$ cat config.mk
export PLATFORM = sky130hd
export DESIGN_NAME = divisor_sequencial_flat
export DESIGN_NICKNAME = d
export VERILOG_FILES = /design/src/rtl/divisor_sequencial_if.sv /design/src/rtl/divisor_sequencial.sv /design/src/flat_wrapper.sv
export SDC_FILE = /design/constraint.sdc
export NUM_CORES = 1
export LEC_CHECK = 0
export BUFFER_PORTS_ARGS = -buffer_cell sky130_fd_sc_hd__buf_2
export CAP_MARGIN = 20
export CORE_MARGIN = 2
export CORE_UTILIZATION = 55
export DETAILED_ROUTE_END_ITERATION = 12
export PLACE_DENSITY = 0.88
export SLEW_MARGIN = 0
export SYNTH_ARGS = -nofsm -noshare
export SYNTH_HDL_FRONTEND = slang
export SYNTH_SLANG_ARGS = --single-unit
$ cat constraint.sdc
create_clock -name clk -period 2.5 [get_ports clk]
set_input_delay 0.125 -clock clk [delete_from_list [all_inputs] [get_ports clk]]
set_output_delay 0.125 -clock clk [all_outputs]
set_load 0.02 [all_outputs]
$ cat src/rtl/divisor_sequencial_if.sv
// Handshake and operand/result bundle between the controlling FSM (master)
// and the sequential divider (slave).
interface divisor_sequencial_if;
    logic       start;
    logic [7:0] dividend;
    logic [3:0] divisor;
    logic [7:0] quotient;
    logic [3:0] remainder;
    logic       busy;
    logic       done;
    logic       div_by_zero;

    modport master (
        output start, dividend, divisor,
        input  quotient, remainder, busy, done, div_by_zero
    );

    modport slave (
        input  start, dividend, divisor,
        output quotient, remainder, busy, done, div_by_zero
    );
endinterface

$ cat src/rtl/divisor_sequencial.sv
// Iterative restoring divider: 8-bit dividend / 4-bit divisor, one quotient
// bit per clock. Divide-by-zero short-circuits straight to DONE with an
// all-ones quotient and the error flag set.
module divisor_sequencial (
    input  logic                 clk,
    input  logic                 rst_n,
    divisor_sequencial_if.slave  bus
);

    typedef enum logic [1:0] {
        ST_IDLE = 2'd0,
        ST_CALC = 2'd1,
        ST_DONE = 2'd2
    } state_t;

    state_t     r_state;
    logic [3:0] r_rem;        // partial remainder; always < divisor, so 4 bits hold it
    logic [7:0] r_q;          // dividend shifting out MSB-first, quotient shifting in
    logic [3:0] r_d;          // latched divisor
    logic [2:0] r_cnt;        // iteration index 0..7
    logic [7:0] r_quotient;
    logic [3:0] r_remainder;
    logic       r_busy;
    logic       r_done;
    logic       r_dbz;

    logic [4:0] w_trial;      // 5-bit trial value so the compare cannot overflow
    logic       w_ge;
    logic [3:0] w_rem_next;
    logic [7:0] w_q_next;

    // One restoring step: bring in the next dividend bit, subtract if it fits.
    always_comb begin
        w_trial    = {r_rem, r_q[7]};
        w_ge       = (w_trial >= {1'b0, r_d});
        w_rem_next = w_trial[3:0];
        if (w_ge) begin
            // The true difference is < D <= 15, so 4-bit wraparound is exact.
            w_rem_next = w_trial[3:0] - r_d;
        end else begin
            w_rem_next = w_trial[3:0];
        end
        w_q_next = {r_q[6:0], w_ge};
    end

    // Control FSM with datapath registers and registered handshake/result outputs.
    always_ff @(posedge clk or negedge rst_n) begin
        if (!rst_n) begin
            r_state     <= ST_IDLE;
            r_rem       <= 4'd0;
            r_q         <= 8'd0;
            r_d         <= 4'd0;
            r_cnt       <= 3'd0;
            r_quotient  <= 8'd0;
            r_remainder <= 4'd0;
            r_busy      <= 1'b0;
            r_done      <= 1'b0;
            r_dbz       <= 1'b0;
        end else begin
            case (r_state)
                ST_IDLE: begin
                    if (bus.start) begin
                        if (bus.divisor != 4'd0) begin
                            r_q     <= bus.dividend;
                            r_d     <= bus.divisor;
                            r_rem   <= 4'd0;
                            r_cnt   <= 3'd0;
                            r_busy  <= 1'b1;
                            r_state <= ST_CALC;
                        end else begin
                            r_quotient  <= 8'hFF;
                            r_remainder <= 4'd0;
                            r_dbz       <= 1'b1;
                            r_done      <= 1'b1;
                            r_state     <= ST_DONE;
                        end
                    end else begin
                        r_state <= ST_IDLE;
                    end
                end
                ST_CALC: begin
                    r_rem <= w_rem_next;
                    r_q   <= w_q_next;
                    r_cnt <= r_cnt + 3'd1;
                    if (r_cnt == 3'd7) begin
                        r_quotient  <= w_q_next;
                        r_remainder <= w_rem_next;
                        r_dbz       <= 1'b0;
                        r_busy      <= 1'b0;
                        r_done      <= 1'b1;
                        r_state     <= ST_DONE;
                    end else begin
                        r_state <= ST_CALC;
                    end
                end
                ST_DONE: begin
                    r_done  <= 1'b0;
                    r_state <= ST_IDLE;
                end
                default: begin
                    r_busy  <= 1'b0;
                    r_done  <= 1'b0;
                    r_state <= ST_IDLE;
                end
            endcase
        end
    end

    assign bus.quotient    = r_quotient;
    assign bus.remainder   = r_remainder;
    assign bus.busy        = r_busy;
    assign bus.done        = r_done;
    assign bus.div_by_zero = r_dbz;

endmodule

$ cat src/flat_wrapper.sv
// flat-port wrapper written by rule: the top's interface ports become plain ports
module divisor_sequencial_flat 
  (clk, rst_n, bus_start, bus_dividend, bus_divisor, bus_quotient, bus_remainder, bus_busy, bus_done, bus_div_by_zero);
  divisor_sequencial_if bus_i ();
  input  logic clk;
  input  logic rst_n;
  input wire logic [$bits(bus_i.start)-1:0] bus_start;
  input wire logic [$bits(bus_i.dividend)-1:0] bus_dividend;
  input wire logic [$bits(bus_i.divisor)-1:0] bus_divisor;
  output wire logic [$bits(bus_i.quotient)-1:0] bus_quotient;
  output wire logic [$bits(bus_i.remainder)-1:0] bus_remainder;
  output wire logic [$bits(bus_i.busy)-1:0] bus_busy;
  output wire logic [$bits(bus_i.done)-1:0] bus_done;
  output wire logic [$bits(bus_i.div_by_zero)-1:0] bus_div_by_zero;
  assign bus_i.start = bus_start;
  assign bus_i.dividend = bus_dividend;
  assign bus_i.divisor = bus_divisor;
  assign bus_quotient = bus_i.quotient;
  assign bus_remainder = bus_i.remainder;
  assign bus_busy = bus_i.busy;
  assign bus_done = bus_i.done;
  assign bus_div_by_zero = bus_i.div_by_zero;
  divisor_sequencial u_core (.clk(clk), .rst_n(rst_n), .bus(bus_i));
endmodule
* Yosys cells after proc, flatten, opt, wreduce, memory -nomap -nowiden
Index checks and enable logic that the tools add are counted.
** Storage, ports and cells
- Register bits :: 36
- Bits of input ports :: 15
- Output and inout bits :: 15
- Logic and storage cells :: 60
** Cells by class
- $add $sub $neg :: 2
- Order comparisons :: 1
- Equal/unequal tests :: 7
- Muxes and demuxes :: 31
- Bitwise logic cells :: 1
- Reductions and logical operators :: 8
** Operators by type and width (count)
- two-way mux 8 bit :: 5
- case mux 8 bit (2 select lines) :: 2
- two-way mux 4 bit :: 6
- case mux 4 bit (2 select lines) :: 2
- AND reduction 3 bit :: 3
- AND reduction 4 bit :: 2
- two-way mux 1 bit :: 6
- two-way mux 2 bit :: 3
- two-way mux 3 bit :: 2
- case mux 3 bit (2 select lines) :: 1
- >= comparator 5 x 4 -> 1 bit :: 1
- inequality test 2 x 1 -> 1 bit, second input constant :: 2
- inequality test 2 bit, second input constant :: 2
- case mux 1 bit (2 select lines) :: 2
- case mux 2 bit (2 select lines) :: 1
- nonzero test 4 bit :: 1
- subtractor 4 bit :: 1
- adder 3 x 1 -> 3 bit, second input constant :: 1
- equality test 3 bit, second input constant :: 1
- case mux 1 bit (3 select lines) :: 1
- equality test 2 x 1 -> 1 bit, second input constant :: 1
- equality test 2 bit, second input constant :: 1
- logical NOT 2 bit :: 1
- nonzero test 2 bit :: 1
- inverter 1 bit :: 1

* Depth between registers and ports, before layout
- Word-level depth :: 4
- Gate-level depth with buffers :: 7
- Depth with buffers taken out :: 7

* Worst setup path after synthesis
Ideal clock, no wire load.
- Path type :: reg2reg
- Start :: register u_core.r_rem[1]
- End :: register u_core.r_remainder[3], in the netlist u_core.bus.remainder[3]
- Library setup time :: 0.125 ns
- Data arrival time :: 1.690 ns
- Required time :: 2.375 ns
- Setup slack :: 0.685 ns
- Cell stages (with the launch flop) :: 7
- Buffers on the path :: 0
- Clock period less this slack :: 1.815 ns
- Cells stage by stage :: dfrtp_1 > ha_1 > a21oi_2 > o21ai_1 > and4_1 > o31a_1 > mux2_4
** Between the ends
- Word-level cells in the longest chain between the ends :: 4
- Elaborated cells between the ends (all ways) :: 5
- Those cells by class :: add/sub: 1; order compare: 1; mux: 3
** Ends and longest elaborated chain
- start: declaration :: RTL line divisor_sequencial.sv:17 : logic [3:0] r_rem;
- start signal: assignment :: RTL line divisor_sequencial.sv:82 : r_rem <= w_rem_next;
- subtractor 4 bit / >= comparator 5 x 4 -> 1 bit (equally long branches) :: RTL line divisor_sequencial.sv:39, divisor_sequencial.sv:35
- two-way mux 4 bit (*) :: RTL line divisor_sequencial.sv:37 : if (w_ge) begin
- two-way mux 4 bit (*) :: RTL line divisor_sequencial.sv:85 : if (r_cnt == 3'd7) begin
- case mux 4 bit (2 select lines) (*) :: RTL line divisor_sequencial.sv:60 : case (r_state)
- end signal: assignment :: RTL line divisor_sequencial.sv:87 : r_remainder <= w_rem_next;
- end: declaration :: RTL line divisor_sequencial.sv:22 : logic [3:0] r_remainder;
Every way passes the cells marked *; elsewhere a longest branch is shown, timed or not. The select of a mux whose other input is x is not followed.
A chain may end at the register's enable or synchronous reset.

* Worst setup path after layout
- Start :: register u_core.r_rem[1]
- End :: register u_core.r_remainder[1], in the netlist u_core.bus.remainder[1]
** Between the ends
- Word-level cells in the longest chain between the ends :: 4
** Ends and longest elaborated chain
- >= comparator 5 x 4 -> 1 bit :: RTL line divisor_sequencial.sv:35 : w_ge = (w_trial >= {1'b0, r_d});
- two-way mux 4 bit :: RTL line divisor_sequencial.sv:37
- two-way mux 4 bit :: RTL line divisor_sequencial.sv:85
- case mux 4 bit (2 select lines) :: RTL line divisor_sequencial.sv:60
Every way passes these cells. The select of a mux whose other input is x is not followed.

==> metrics <==
asr flop ratio synth 1.00; register bit total from synthesis 36; outcome finished, final reports clean; core box area 3050 um^2; worst min path class in2reg; Iteration-0 DRC Markers 44; final setup fails 0; total iterations of the first detailed-routing run 4; gr ovfl total 0; standard-cell rows 20; area grow syn2layout 13.3%; vias 1302; CTS tree built; PortBufs 29; clk_lat worst skew 0.35 ns; Synth warnings 0; number of flops mapped to enable cells by yosys 0; leak pwr 0.000907 uW; RSZ-0062 raised after global routing no; RD Place Congestion 0.831; max_slew headroom 0.482; Die X 60.5 um; Final Cycle Share 0.813; setup_tns 0 ns; skew final 0.00385 ns; max-cap viol count 0; clock transition at the registers of the reported paths 0.11 ns; DRC 0; Post-Synthesis Cell Area 1760 um^2; HPWL Detailed 2680 um; layout cells sized above 1 0.302; largest net degree at the start of global routing 37; Arr. time, crit path 2.31 ns; most used standard cell by instance count after synthesis dfrtp_1; Critical Path RT 2.78 ns; Cell variety after synth 44; endpoint class of the critical path register; post-synth top area share 0.513; Worst-Margin Slew 0.776 ns; Vias/cell 5.52; Die ar. 3660 um^2; ys flop type dfrtp_1; Slew Viols, Final 0; worst vdd ir 0.000759 V; CP startpoint kind register; Avg WL per Cell 15.3 um; Worst Hold Depth 3; r2r worst-path depth 6; Pwr Density 1490 nW/um^2; number of global-route vias before repair 1287; final hold vios 0; chip height 60.5 um; CTS Root Cell clkbuf_4; detailed-route wire length 3600 um; Final Util 0.651; Peak Freq 492 MHz; Layout Nets 214; H-tree levels 2; Starting Density 0.575; synth cell count leaders dfrtp_1, nand2_1, o21ai_1; Inst Count DP 228; first-pass GRT wire length 6140 um; I/O pin cnt 30; CTS buffer count 5; Antenna Nets Post-Route 0; ant diodes 0; CP max FO 5; register area share after synthesis 0.513; Mapped Cells 159; Non-Filler Instances 236; largest area contributor in the netlist dfrtp_1; Power Total 2960 uW; gr usage total 0.236; WS Path Type reg2reg; initial antenna violation count 0; clock sink count 36; final critical-path required period 2.03 ns; synthesized area per cell 11.0 um^2; setup bufs post-CTS 0; Synth area leaders dfrtp_1, nand2_1, ha_1; syn_nets 181; clock buffer depth 2
==> metrics by stage <==
stage / hold slack [ns] / cell area (um^2) / setup WS [ns]
floorplan: -0.171 / 1760 / 0.685
global placement: 0.244 / 1930 / 0.618
detailed placement: 0.251 / 1930 / 0.487
CTS: 0.00632 / 1990 / 0.467
global route: 0.0216 / 1990 / 0.284
finish: 0.0134 / 1990 / 0.467
==> cell families (layout without fill, tap and decap cells) <==
logic type | after synthesis | in the layout | synth area share
adder cells (fa/ha/maj) | 7 | 7 | 0.0542
buffers and inverters | 14 | 47 | 0.0463
AND/OR/NAND/NOR | 51 | 51 | 0.154
multiplexers | 6 | 6 | 0.0421
AO/OA/AOI/OAI | 44 | 44 | 0.185
XOR/XNOR | 1 | 1 | 0.00499
flip-flops | 36 | 36 | 0.513
==> sequential cells by signal, indices dropped and copies added, names as in the netlist <==
signal / cells
u_core.bus.remainder: 4
u_core.bus.done: 1
u_core.bus.quotient: 8
u_core.r_rem: 4
u_core.r_q: 8
u_core.bus.busy: 1
u_core.r_d: 4
u_core.bus.div_by_zero: 1
u_core.r_cnt: 3
u_core.r_state: 2
==> worst paths after layout <==
kind / from / slack, ns / endpoint
min reg2reg: u_core.r_cnt[0] / 0.49 / u_core.r_cnt[0]
min: bus_dividend[2] / 0.01 / u_core.r_q[2]
max in group asynchronous: rst_n / 1.63 / u_core.r_d[0]
max reg2reg: u_core.r_rem[1] / 0.47 / u_core.bus.remainder[1]
min in group asynchronous: rst_n / 0.38 / u_core.bus.busy
max: u_core.r_rem[1] / 0.47 / u_core.bus.remainder[1]
==> worst max-delay path, stage by stage (launching register included) <==
cell	delay (ns)
dfrtp_1	0.41
ha_1	0.35
a21oi_2	0.22
o21ai_1	0.15
a21boi_2	0.31
mux2_1	0.38
o21ai_1	0.13
==> power breakdown <==
| part | switching, uW | internal (uW) | total, uW |
|---|---|---|---|
| combinational | 893 | 686 | 1580 |
| clock | 200 | 102 | 303 |
| sequential | 204 | 871 | 1080 |
| total | 1300 | 1660 | 2960 |
==> area by class of cell <==
type	instances	area, um^2
Tap cell	44	55.1
Fill cell	244	1060
Sequential cell	36	901
Clock buffer	5	37.5
Clock inverter	2	12.5
Timing Repair Buffer	31	163
Inverter	9	46.3
Multi-Input combinational cell	109	773
==> what timing repair did <==
| item | CTS | global route |
|---|---|---|
| resized for setup | 0 | 0 |
| hold buffers | 1 | 0 |
| hold endpoints to repair | 36 | 0 |
==> layer usage <==
layer  vias up  GRT usage  share of wire
met5         -          0              0
met4         0     0.0901          0.020
met3         8     0.0704          0.060
met2        42      0.374           0.50
met1       625      0.308           0.42
li1        627          -              -
==> placed cells by master, fill, tap and decap left out, types with 2 or more instances in the layout <==
cell / instances
nor2_2: 4
a31oi_1: 7
inv_1: 7
nand2_1: 26
o22a_1: 7
a31oi_2: 2
a22o_1: 2
a21o_1: 2
a21oi_2: 3
nor2_1: 8
mux2_1: 2
o21ai_1: 11
dfrtp_1: 36
nor2b_1: 3
mux2_4: 2
buf_2: 29
ha_1: 6
clkbuf_4: 5
a21oi_1: 3
No activity file was read; power rests on OpenSTA's default activity.
